**src/rtl/alu_muldiv_pkg.sv**
```systemverilog
// Shared types for the iterative RV32M multiply/divide unit: funct3 op codes,
// FSM states and operand-signedness helpers.
package riscy_pkg;

  typedef enum logic [2:0] {
    OP_MUL    = 3'b000,
    OP_MULH   = 3'b001,
    OP_MULHSU = 3'b010,
    OP_MULHU  = 3'b011,
    OP_DIV    = 3'b100,
    OP_DIVU   = 3'b101,
    OP_REM    = 3'b110,
    OP_REMU   = 3'b111
  } muldiv_op_e;

  typedef enum logic [1:0] {
    ST_IDLE,
    ST_CALC,
    ST_DONE
  } muldiv_state_e;

  function automatic logic op_signed_a(muldiv_op_e op);
    return (op == OP_MULH) || (op == OP_MULHSU) || (op == OP_DIV) || (op == OP_REM);
  endfunction

  function automatic logic op_signed_b(muldiv_op_e op);
    return (op == OP_MULH) || (op == OP_DIV) || (op == OP_REM);
  endfunction

endpackage

```
**src/rtl/alu_muldiv_step.sv**
```systemverilog
// One radix-2 bit step, purely combinational: shift-add for multiply
// (LSB-first on {hi,lo}) or restoring subtract for divide (MSB-first on {hi,lo}).
module muldiv_step #(
  parameter int XLEN = 32
) (
  input  logic            is_div,
  input  logic [XLEN-1:0] b,
  input  logic [XLEN-1:0] hi_i,
  input  logic [XLEN-1:0] lo_i,
  output logic [XLEN-1:0] hi_o,
  output logic [XLEN-1:0] lo_o
);

  logic [XLEN:0]   sum;
  logic [XLEN:0]   rem_sh;
  logic [XLEN-1:0] diff;
  logic            ge;

  always_comb begin
    sum    = {1'b0, hi_i} + (lo_i[0] ? {1'b0, b} : '0);
    rem_sh = {hi_i, lo_i[XLEN-1]};
    ge     = rem_sh >= {1'b0, b};
    // When ge holds the true difference is below b, so XLEN bits suffice.
    diff   = rem_sh[XLEN-1:0] - b;
    if (is_div) begin
      hi_o = ge ? diff : rem_sh[XLEN-1:0];
      lo_o = {lo_i[XLEN-2:0], ge};
    end else begin
      hi_o = sum[XLEN:1];
      lo_o = {sum[0], lo_i[XLEN-1:1]};
    end
  end

endmodule

```
**src/rtl/alu_muldiv.sv**
```systemverilog
// Iterative RV M-extension unit: XLEN/STEP edges per op, 0 extra for div-by-zero/overflow.
// Single request in flight; result held in DONE until out_ready, in_ready only in IDLE.
module alu_muldiv
  import riscy_pkg::*;
#(
  parameter int XLEN = 32,
  parameter int STEP = 1
) (
  input  logic            clk,
  input  logic            rst,
  input  logic            in_valid,
  output logic            in_ready,
  input  logic [2:0]      funct3,
  input  logic [XLEN-1:0] rs1,
  input  logic [XLEN-1:0] rs2,
  output logic            out_valid,
  input  logic            out_ready,
  output logic [XLEN-1:0] rd,
  output logic            z
);

  localparam int NITER = XLEN / STEP;
  localparam int CW    = $clog2(NITER) + 1;
  localparam logic [CW-1:0]   LAST    = CW'(NITER - 1);
  localparam logic [XLEN-1:0] MOST_NEG = {1'b1, {(XLEN-1){1'b0}}};

  muldiv_state_e   state_q, state_d;
  muldiv_op_e      op_q, op_d, op_in;
  logic            neg_q, neg_d;
  logic [XLEN-1:0] hi_q, hi_d, lo_q, lo_d, b_q, b_d;
  logic [CW-1:0]   cnt_q, cnt_d;
  logic [XLEN-1:0] rd_q, rd_d;
  logic            z_q, z_d;

  logic [XLEN-1:0]   hi_c [STEP+1];
  logic [XLEN-1:0]   lo_c [STEP+1];
  logic              sa, sb, div_zero, div_ovf;
  logic [XLEN-1:0]   a_mag, b_mag, fast_res, res;
  logic [2*XLEN-1:0] prod_fix;

  assign hi_c[0] = hi_q;
  assign lo_c[0] = lo_q;

  for (genvar g = 0; g < STEP; g++) begin : g_step
    muldiv_step #(.XLEN(XLEN)) u_step (
      .is_div (op_q[2]),
      .b      (b_q),
      .hi_i   (hi_c[g]),
      .lo_i   (lo_c[g]),
      .hi_o   (hi_c[g+1]),
      .lo_o   (lo_c[g+1])
    );
  end

  always_comb begin
    op_in    = muldiv_op_e'(funct3);
    sa       = op_signed_a(op_in) & rs1[XLEN-1];
    sb       = op_signed_b(op_in) & rs2[XLEN-1];
    a_mag    = sa ? -rs1 : rs1;
    b_mag    = sb ? -rs2 : rs2;
    div_zero = op_in[2] && (rs2 == '0);
    div_ovf  = (op_in == OP_DIV || op_in == OP_REM) && (rs1 == MOST_NEG) && (rs2 == '1);
    // Divide-by-zero and overflow results are known at accept; bit1 selects REM/REMU.
    if (div_zero) fast_res = op_in[1] ? rs1 : '1;
    else          fast_res = op_in[1] ? '0 : rs1;

    // Sign fix-up on the final step's outputs, applied in the same edge.
    prod_fix = neg_q ? -{hi_c[STEP], lo_c[STEP]} : {hi_c[STEP], lo_c[STEP]};
    case (op_q)
      OP_MUL:                        res = prod_fix[XLEN-1:0];
      OP_MULH, OP_MULHSU, OP_MULHU:  res = prod_fix[2*XLEN-1:XLEN];
      OP_DIV, OP_DIVU:               res = neg_q ? -lo_c[STEP] : lo_c[STEP];
      default:                       res = neg_q ? -hi_c[STEP] : hi_c[STEP];
    endcase
  end

  always_comb begin
    state_d = state_q;
    op_d    = op_q;
    neg_d   = neg_q;
    hi_d    = hi_q;
    lo_d    = lo_q;
    b_d     = b_q;
    cnt_d   = cnt_q;
    rd_d    = rd_q;
    z_d     = z_q;
    case (state_q)
      ST_IDLE: begin
        if (in_valid) begin
          op_d  = op_in;
          cnt_d = '0;
          if (div_zero || div_ovf) begin
            rd_d    = fast_res;
            z_d     = (fast_res == '0);
            state_d = ST_DONE;
          end else begin
            hi_d    = '0;
            lo_d    = a_mag;
            b_d     = b_mag;
            neg_d   = (op_in == OP_REM) ? sa : (sa ^ sb);
            state_d = ST_CALC;
          end
        end
      end
      ST_CALC: begin
        hi_d  = hi_c[STEP];
        lo_d  = lo_c[STEP];
        cnt_d = cnt_q + CW'(1);
        if (cnt_q == LAST) begin
          rd_d    = res;
          z_d     = (res == '0);
          state_d = ST_DONE;
        end
      end
      ST_DONE: begin
        if (out_ready) begin
          z_d     = 1'b0;
          state_d = ST_IDLE;
        end
      end
      default: state_d = ST_IDLE;
    endcase
  end

  always_ff @(posedge clk or posedge rst) begin
    if (rst) begin
      state_q <= ST_IDLE;
      op_q    <= OP_MUL;
      neg_q   <= 1'b0;
      hi_q    <= '0;
      lo_q    <= '0;
      b_q     <= '0;
      cnt_q   <= '0;
      rd_q    <= '0;
      z_q     <= 1'b0;
    end else begin
      state_q <= state_d;
      op_q    <= op_d;
      neg_q   <= neg_d;
      hi_q    <= hi_d;
      lo_q    <= lo_d;
      b_q     <= b_d;
      cnt_q   <= cnt_d;
      rd_q    <= rd_d;
      z_q     <= z_d;
    end
  end

  assign in_ready  = (state_q == ST_IDLE);
  assign out_valid = (state_q == ST_DONE);
  assign rd        = rd_q;
  assign z         = z_q;

endmodule
```
**config.mk**
```make
export PLATFORM = sky130hd
export DESIGN_NAME = alu_muldiv
export DESIGN_NICKNAME = d
export VERILOG_FILES = /design/src/rtl/alu_muldiv_pkg.sv /design/src/rtl/alu_muldiv_step.sv /design/src/rtl/alu_muldiv.sv
export SDC_FILE = /design/constraint.sdc
export NUM_CORES = 1
export LEC_CHECK = 0
export CAP_MARGIN = 40
export CORE_MARGIN = 2
export CORE_UTILIZATION = 35
export DETAILED_ROUTE_END_ITERATION = 16
export HOLD_SLACK_MARGIN = 0.03
export MAX_ROUTING_LAYER = met4
export PLACE_DENSITY = 0.62
export SYNTH_ARGS = -nofsm -noshare
export SYNTH_HDL_FRONTEND = slang
export SYNTH_SLANG_ARGS = --single-unit
export TNS_END_PERCENT = 1
```
**constraint.sdc**
```tcl
create_clock -name clk -period 5.2 [get_ports clk]
set_input_delay 1.04 -clock clk [delete_from_list [all_inputs] [get_ports clk]]
set_output_delay 1.04 -clock clk [all_outputs]
set_load 0.01 [all_outputs]
```
==> flow_metrics.tcl, run 1 <==
set metrics [dict create \
    timing.critical_path.fanout_max 6 \
    pin_count 106 \
    start_util 0.355 \
    num_rows 77 \
    synth_nets 2333 \
    grt_setup_unrepaired "true" \
    first_pass_iters 6 \
    synth-edff-count 0 \
    core_area_mm2 0.0442 \
    pre_cts_slack_ps -621 \
    ys.warnings.count 0 \
    irDropWorstVdd_uv 600 \
    detail_route.wirelength_um 70400 \
    antenna_found_initial 0 \
    synth_compound_area_frac 0.278 \
    mappedNetlistArea_mm2 0.0157 \
    grt_pass1_vias 18068 \
    cts_num_sinks 141 \
    place.detailed.instances 3191 \
    fraction_of_final_layout_cells_with_drive_strength_greater_than_1 0.227 \
    final_setup_vio_count 1 \
    placedInstanceArea_mm2 0.0204 \
    slew_violations 0 \
    timing.final.ws_setup_ps -29.2 \
    syn_area_per_cell_um2 7.18 \
    max_freq_mhz 191 \
    timing.hold.ws_ps 529 \
    layout.core_utilization 0.485 \
    max-cap-violations 0 \
    worst-endpoint-arrival_ps 5650 \
    min-delay-path-class "flop to flop" \
    cts_buffer_depth 2 \
    place.detailed.hpwl_um 56100 \
    timing.final.hold_violations 0 \
    layout.cells.non_filler 3238 \
    htree_num_levels 4 \
    vias 18861 \
    synth_top_area_frac 0.225 \
    postSynth.topFlopCell "sky130_fd_sc_hd__dfrtp_1" \
    grt_first_pass_wirelength_um 107000 \
    muxShareOfSynthArea 0.0375 \
    multiInputGateArea_mm2 0.0118 \
    power_leakage_nw 9.22 \
    mostFrequentLayoutCells "sky130_fd_sc_hd__buf_4 (440), sky130_fd_sc_hd__nand2_1 (301), sky130_fd_sc_hd__nor2_1 (209)" \
    yosys-top-cells-area "sky130_fd_sc_hd__dfrtp_1 (22%), sky130_fd_sc_hd__nand2_1 (7.2%), sky130_fd_sc_hd__o21ai_0 (6.8%), sky130_fd_sc_hd__a21oi_1 (6.7%), sky130_fd_sc_hd__ha_1 (5.9%)" \
    area_overhead_of_the_layout_relative_to_synthesis_pct 36.6 \
    type_of_origin_of_the_critical_path "flop" \
    layout_min_cycle_time_ps 5230 \
    post-route-drc-count 0 \
    power.density_mw_per_mm2 827 \
    synth.ff_latch_count 141 \
    count_of_hold_fix_buffers_inserted_at_cts 0 \
    final.fill_count 4417 \
    worst_skew_pair.late_latency_ps 490 \
    ys_async_sr_fraction 1.00 \
    die_area_mm2 0.0466 \
    dr.first_iter.drc_count 2268 \
    violations "setup timing" \
    final_cell_area_mm2 0.0214 \
    globalplace.congestion 1.03 \
    min_delay_path_depth 1 \
    synth_sequential_area_ratio 0.225 \
    slew_headroom 0.459 \
    yosys.area_share.adder 0.0615 \
    timing.critical_path.required_ps 5620 \
    end_kind "flop" \
    synth_top_family_by_area "compound AO/OA/AOI/OAI gates" \
    pin_count_of_the_biggest_net_entering_global_routing 78 \
    routed_length_per_placed_instance_um 21.7 \
    avgViaCountPerCell 5.82 \
    globalRouteTotalUtil 0.307 \
    dieHeight_um 216 \
    layout.nets 2780 \
    yosys.area_share.simple 0.258 \
    final-seq-area_mm2 0.00353 \
    grt.overflow.total 0 \
    synth_xor_area_frac 0.0892 \
    numPortBuffers 105 \
    chipWidth_um 216 \
    post-synth-top-area-cell "sky130_fd_sc_hd__dfrtp_1" \
    clock_skew_ps 28.2 \
    status "complete, but fails checks" \
    worst_slew_pin_slew_ps 808 \
    worst-r2r-cell-count 23 \
    finalCritPeriodShare 1.01 \
    clock_buffers_created_by_tritoncts 17 \
    antenna-diode-count 0 \
    mostFrequentLayoutCell "sky130_fd_sc_hd__buf_4" \
    tritoncts "yes" \
    synth.lib_cells_used.distinct 91 \
    criticalPathCategory "flop to flop" \
    synthesis.instances 2186 \
    clock_pin_slew_worst_setup_and_hold_paths_ps 70 \
    clk_root_buffer_cell "sky130_fd_sc_hd__clkbuf_16" \
    ant_nets 0 \
]
synth_stat cells (16+ instances only):
library cell	number
sky130_fd_sc_hd__nand2_1	301
sky130_fd_sc_hd__o21ai_0	212
sky130_fd_sc_hd__nor2_1	211
sky130_fd_sc_hd__a21oi_1	210
sky130_fd_sc_hd__dfrtp_1	141
sky130_fd_sc_hd__xnor2_1	95
sky130_fd_sc_hd__clkbuf_1	82
sky130_fd_sc_hd__ha_1	74
sky130_fd_sc_hd__inv_1	68
sky130_fd_sc_hd__nor3_1	65
sky130_fd_sc_hd__xor2_1	65
sky130_fd_sc_hd__nand3_1	53
sky130_fd_sc_hd__and2_1	42
sky130_fd_sc_hd__mux2i_1	42
sky130_fd_sc_hd__nand4_1	38
sky130_fd_sc_hd__o31ai_1	38
sky130_fd_sc_hd__a21o_1	25
sky130_fd_sc_hd__buf_2	24
sky130_fd_sc_hd__a31oi_1	22
sky130_fd_sc_hd__o211ai_1	22
sky130_fd_sc_hd__a211oi_1	19
sky130_fd_sc_hd__nand2b_1	19
sky130_fd_sc_hd__o21a_1	18
sky130_fd_sc_hd__buf_1	17
sky130_fd_sc_hd__nor4_1	16
sky130_fd_sc_hd__or3_1	16
registers in the layout, summed over array words and instances (netlist names):
| register | flops |
|---|---|
| lo_q | 32 |
| cnt_q | 6 |
| state_q | 2 |
| b_q | 32 |
| hi_q | 32 |
| z | 1 |
| neg_q | 1 |
| rd | 32 |
| op_q | 3 |
cells by family after synthesis:
kind of cell,count (synthesis)
xor+xnor,160
compound gates,702
flops,141
fa+ha+maj,76
buf+inv,198
mux,57
simple gates,852
worst paths after layout:
path / from / end / slack [ps]
max: b_q[13] / z / -30
min: cnt_q[0] / cnt_q[0] / 530
max reg2reg: b_q[13] / z / -30
min reg2reg: cnt_q[0] / cnt_q[0] / 530
max in group asynchronous: rst / rd[24] / 3240
min in group asynchronous: rst / b_q[4] / 1110
repair_timing:
action,CTS,global route
setup endpoints to repair,6,35
gates cloned,0,1
setup buffers,7,7
gates resized for setup,29,43
pin swaps,17,20
stage by stage:
step | TNS [ps] | power (mW)
CTS | 0 | 17.1
global placement | -35390 | 15.4
detailed placement | -30970 | 15.5
floorplan | 0 | 9.01
global route | -620 | 18.8
finish | -29.2 | 17.7
critical path: stages, from the launching register on:
cell	delay [ps]
sky130_fd_sc_hd__dfrtp_1	380
sky130_fd_sc_hd__inv_1	130
sky130_fd_sc_hd__ha_4	230
sky130_fd_sc_hd__and3_1	190
sky130_fd_sc_hd__and2_0	150
sky130_fd_sc_hd__a221o_1	370
sky130_fd_sc_hd__and2_4	170
sky130_fd_sc_hd__buf_4	160
sky130_fd_sc_hd__o21ai_4	200
sky130_fd_sc_hd__a21oi_1	120
sky130_fd_sc_hd__o21a_1	210
sky130_fd_sc_hd__inv_1	80
sky130_fd_sc_hd__ha_2	180
sky130_fd_sc_hd__o211ai_1	120
sky130_fd_sc_hd__or3_4	370
sky130_fd_sc_hd__buf_4	190
sky130_fd_sc_hd__or4_4	480
sky130_fd_sc_hd__nor3_4	220
sky130_fd_sc_hd__or3_1	150
sky130_fd_sc_hd__and4bb_1	250
sky130_fd_sc_hd__nand4_1	90
sky130_fd_sc_hd__or4_1	430
sky130_fd_sc_hd__nor4_2	150
sky130_fd_sc_hd__a31o_1	170
report_power, final:
group | switching (mW) | total, mW | internal (mW)
sequential | 0.429 | 2.03 | 1.60
combinational | 8.23 | 14.4 | 6.22
clock | 0.578 | 1.26 | 0.680
routing by layer:
layer / part of all wire / track usage / wire [um]
met5: 0 / - / 0
met3: 0.075 / 0.0533 / 5310
met2: 0.44 / 0.465 / 31000
met4: 0.040 / 0.112 / 2790
met1: 0.44 / 0.409 / 31300
cell type report:
class                      count  share of cell area
clock buffer                  19              0.0206
inverter                      69              0.0123
tap                          592              0.0345
timing repair buffer         556               0.212
multi-input combinational   1848               0.549
sequential                   141               0.165
clock inverter                13             0.00607
Note: power is estimated with default switching activity, not from simulation.
==> run 2, diff against run 1 <==
--- a/config.mk
+++ b/config.mk
@@ -8,6 +8,7 @@
 export CAP_MARGIN = 40
 export CORE_MARGIN = 2
 export CORE_UTILIZATION = 35
+export CTS_CLUSTER_SIZE = 12
 export DETAILED_ROUTE_END_ITERATION = 16
 export HOLD_SLACK_MARGIN = 0.03
 export MAX_ROUTING_LAYER = met4
==> results of run 2 <==
Final layout, timing and power as in run 1 (identical DEF).
==> run 3, diff against run 2 <==
--- a/config.mk
+++ b/config.mk
@@ -6,7 +6,6 @@
 export NUM_CORES = 1
 export LEC_CHECK = 0
 export CAP_MARGIN = 40
-export CORE_MARGIN = 2
 export CORE_UTILIZATION = 35
 export CTS_CLUSTER_SIZE = 12
 export DETAILED_ROUTE_END_ITERATION = 16
==> flow_metrics.tcl, run 3 (synthesized netlist as in run 1, its figures left out) <==
set metrics [dict create \
    min_delay_path_depth 1 \
    tritoncts "yes" \
    end_kind "flop" \
    dr.first_iter.drc_count 1962 \
    avgViaCountPerCell 5.74 \
    layout_min_cycle_time_ps 5310 \
    critical_path.max_stage_delay_ps 530 \
    grt_first_pass_wirelength_um 108000 \
    routed_length_per_placed_instance_um 22.2 \
    power.density_mw_per_mm2 823 \
    use_met2 0.472 \
    vias 18601 \
    globalRouteMet1Util 0.445 \
    groute.layer.met3.usage 0.0794 \
    max_freq_mhz 188 \
    hold_path_startpoint "rd[0]" \
    layout.cells.non_filler 3240 \
    worst_skew_pair.late_latency_ps 480 \
    globalplace.congestion 1.03 \
    post-route-drc-count 0 \
    timing.final.ws_setup_ps -111 \
    timing.critical_path.required_ps 5610 \
    worst-endpoint-arrival_ps 5720 \
    count_of_hold_fix_buffers_inserted_at_cts 0 \
    place.detailed.hpwl_um 57500 \
    rrSetupSlack_ps -110 \
    numPortBuffers 105 \
    criticalPathCategory "flop to flop" \
    final-seq-area_mm2 0.00353 \
    clk_root_buffer_cell "sky130_fd_sc_hd__clkbuf_16" \
    clock_pin_slew_worst_setup_and_hold_paths_ps 70 \
    layout.core_utilization 0.488 \
    layout.nets 2782 \
    busiest_layer "met2" \
    mostFrequentLayoutCell "sky130_fd_sc_hd__buf_4" \
    timing.hold.ws_ps 518 \
    antenna_found_initial 0 \
    mostFrequentLayoutCells "sky130_fd_sc_hd__buf_4 (438), sky130_fd_sc_hd__nand2_1 (298), sky130_fd_sc_hd__nor2_1 (209)" \
    slew_violations 0 \
    clock_skew_ps 13.7 \
    clock_buffers_created_by_tritoncts 17 \
    power_leakage_nw 9.30 \
    timing.final.hold_violations 0 \
    detail_route.wirelength_um 71900 \
    critical_path.reg2reg.startpoint "b_q[15]" \
    globalRouteTotalUtil 0.328 \
    holdPathEnd "rd[0]" \
    pre_cts_slack_ps -505 \
    cts_buffer_depth 2 \
    min-delay-path-class "flop to flop" \
    dieHeight_um 214 \
    worst_slew_pin_slew_ps 889 \
    final.fill_count 4393 \
    start_util 0.355 \
    worst-r2r-cell-count 22 \
    antenna-diode-count 0 \
    num_rows 77 \
    core_area_mm2 0.0442 \
    final_setup_vio_count 1 \
    die_area_mm2 0.0457 \
    violations "setup timing" \
    finalCritPeriodShare 1.02 \
    irDropWorstVdd_uv 501 \
    critical_path.reg2reg.endpoint "z" \
    grt_pass1_vias 17661 \
    slew_headroom 0.408 \
    timing.critical_path.fanout_max 10 \
    cp_common_cell "sky130_fd_sc_hd__buf_4" \
    grt_setup_unrepaired "true" \
    worstPathBufferInverterCount 5 \
    htree_num_levels 4 \
    cp_slowest_cell "sky130_fd_sc_hd__or4_1" \
    type_of_origin_of_the_critical_path "flop" \
    first_pass_iters 5 \
    place.detailed.instances 3200 \
    pin_count_of_the_biggest_net_entering_global_routing 78 \
    area_overhead_of_the_layout_relative_to_synthesis_pct 37.4 \
    status "complete, but fails checks" \
    grt.overflow.total 0 \
    max-cap-violations 0 \
    fraction_of_final_layout_cells_with_drive_strength_greater_than_1 0.230 \
    chipWidth_um 214 \
    ant_nets 0 \
    cts_num_sinks 141 \
    pin_count 106 \
    crit_path_cell_trace "inv_1, ha_4, and3_1, and2_0, a221o_1, and2_4, buf_4, o21ai_4, buf_4, nand2_2, buf_4, a31o_2, nand4b_1, nor3_4, nand3_1, and3_1, or4_1, a2111oi_2, buf_4, nand4_1, nor4_2, a31o_1" \
    multiInputGateArea_mm2 0.0118 \
    worst_path_dominant_cell_family "simple AND/OR/NAND/NOR gates" \
]
-- run 3: what timing repair did --
item,in CTS,in global routing
buffers inserted,3,5
gates resized for setup,25,55
setup endpoints to repair,7,26
pin swaps,11,23
-- run 3: worst register-to-register path: stages, from the launching register on --
cell                        delay, ps
sky130_fd_sc_hd__dfrtp_1          380
sky130_fd_sc_hd__inv_1            130
sky130_fd_sc_hd__ha_4             230
sky130_fd_sc_hd__and3_1           180
sky130_fd_sc_hd__and2_0           160
sky130_fd_sc_hd__a221o_1          340
sky130_fd_sc_hd__and2_4           150
sky130_fd_sc_hd__buf_4            150
sky130_fd_sc_hd__o21ai_4          180
sky130_fd_sc_hd__buf_4            230
sky130_fd_sc_hd__nand2_2           80
sky130_fd_sc_hd__buf_4            180
sky130_fd_sc_hd__a31o_2           250
sky130_fd_sc_hd__nand4b_1         380
sky130_fd_sc_hd__nor3_4           350
sky130_fd_sc_hd__nand3_1          130
sky130_fd_sc_hd__and3_1           200
sky130_fd_sc_hd__or4_1            530
sky130_fd_sc_hd__a2111oi_2        320
sky130_fd_sc_hd__buf_4            160
sky130_fd_sc_hd__nand4_1          100
sky130_fd_sc_hd__nor4_2           270
sky130_fd_sc_hd__a31o_1           170
-- run 3: cell type report --
| type | instances | share of cell area |
|---|---|---|
| clock inverters | 13 | 0.00818 |
| repair buffers | 559 | 0.215 |
| multi-input cells | 1847 | 0.545 |
| flip-flops and latches | 141 | 0.164 |
| well taps | 592 | 0.0343 |
| clock buffers | 19 | 0.0210 |
| inverters | 69 | 0.0122 |
-- run 3: how the worst max path moves through the flow --
stage,startpoint,to,depth (start not counted)
floorplan,hi_q[13],z,21
global placement,b_q[19],z,26
detailed placement,b_q[19],z,26
CTS,b_q[6],z,24
global route,b_q[26],z,29
finish,b_q[15],z,22
-- run 3: power breakdown --
part / internal, mW / leakage (nW) / switching, mW
Clock: 0.793 / 0.305 / 0.592
Sequential: 1.60 / 1.75 / 0.451
Combinational: 6.18 / 7.25 / 8.15
-- run 3: routing by layer --
metal / wire length, um / part of all wire / vias to the layer above
li1: - / - / 8814
met1: 32600 / 0.45 / 8919
met2: 30700 / 0.43 / 760
met3: 6470 / 0.090 / 108
met4: 2210 / 0.031 / 0
met5: 0 / 0 / -
-- run 3: stage by stage --
step / setup TNS [ps] / total power, mW / cell area [um^2]
3_3_place_gp: -1420 / 15.5 / 20500
2_1_floorplan: 0 / 9.01 / 15700
3_5_place_dp: -2460 / 15.6 / 20500
4_1_cts: -180 / 17.2 / 21300
5_1_grt: -1010 / 18.8 / 21600
6_report: -111 / 17.8 / 21600
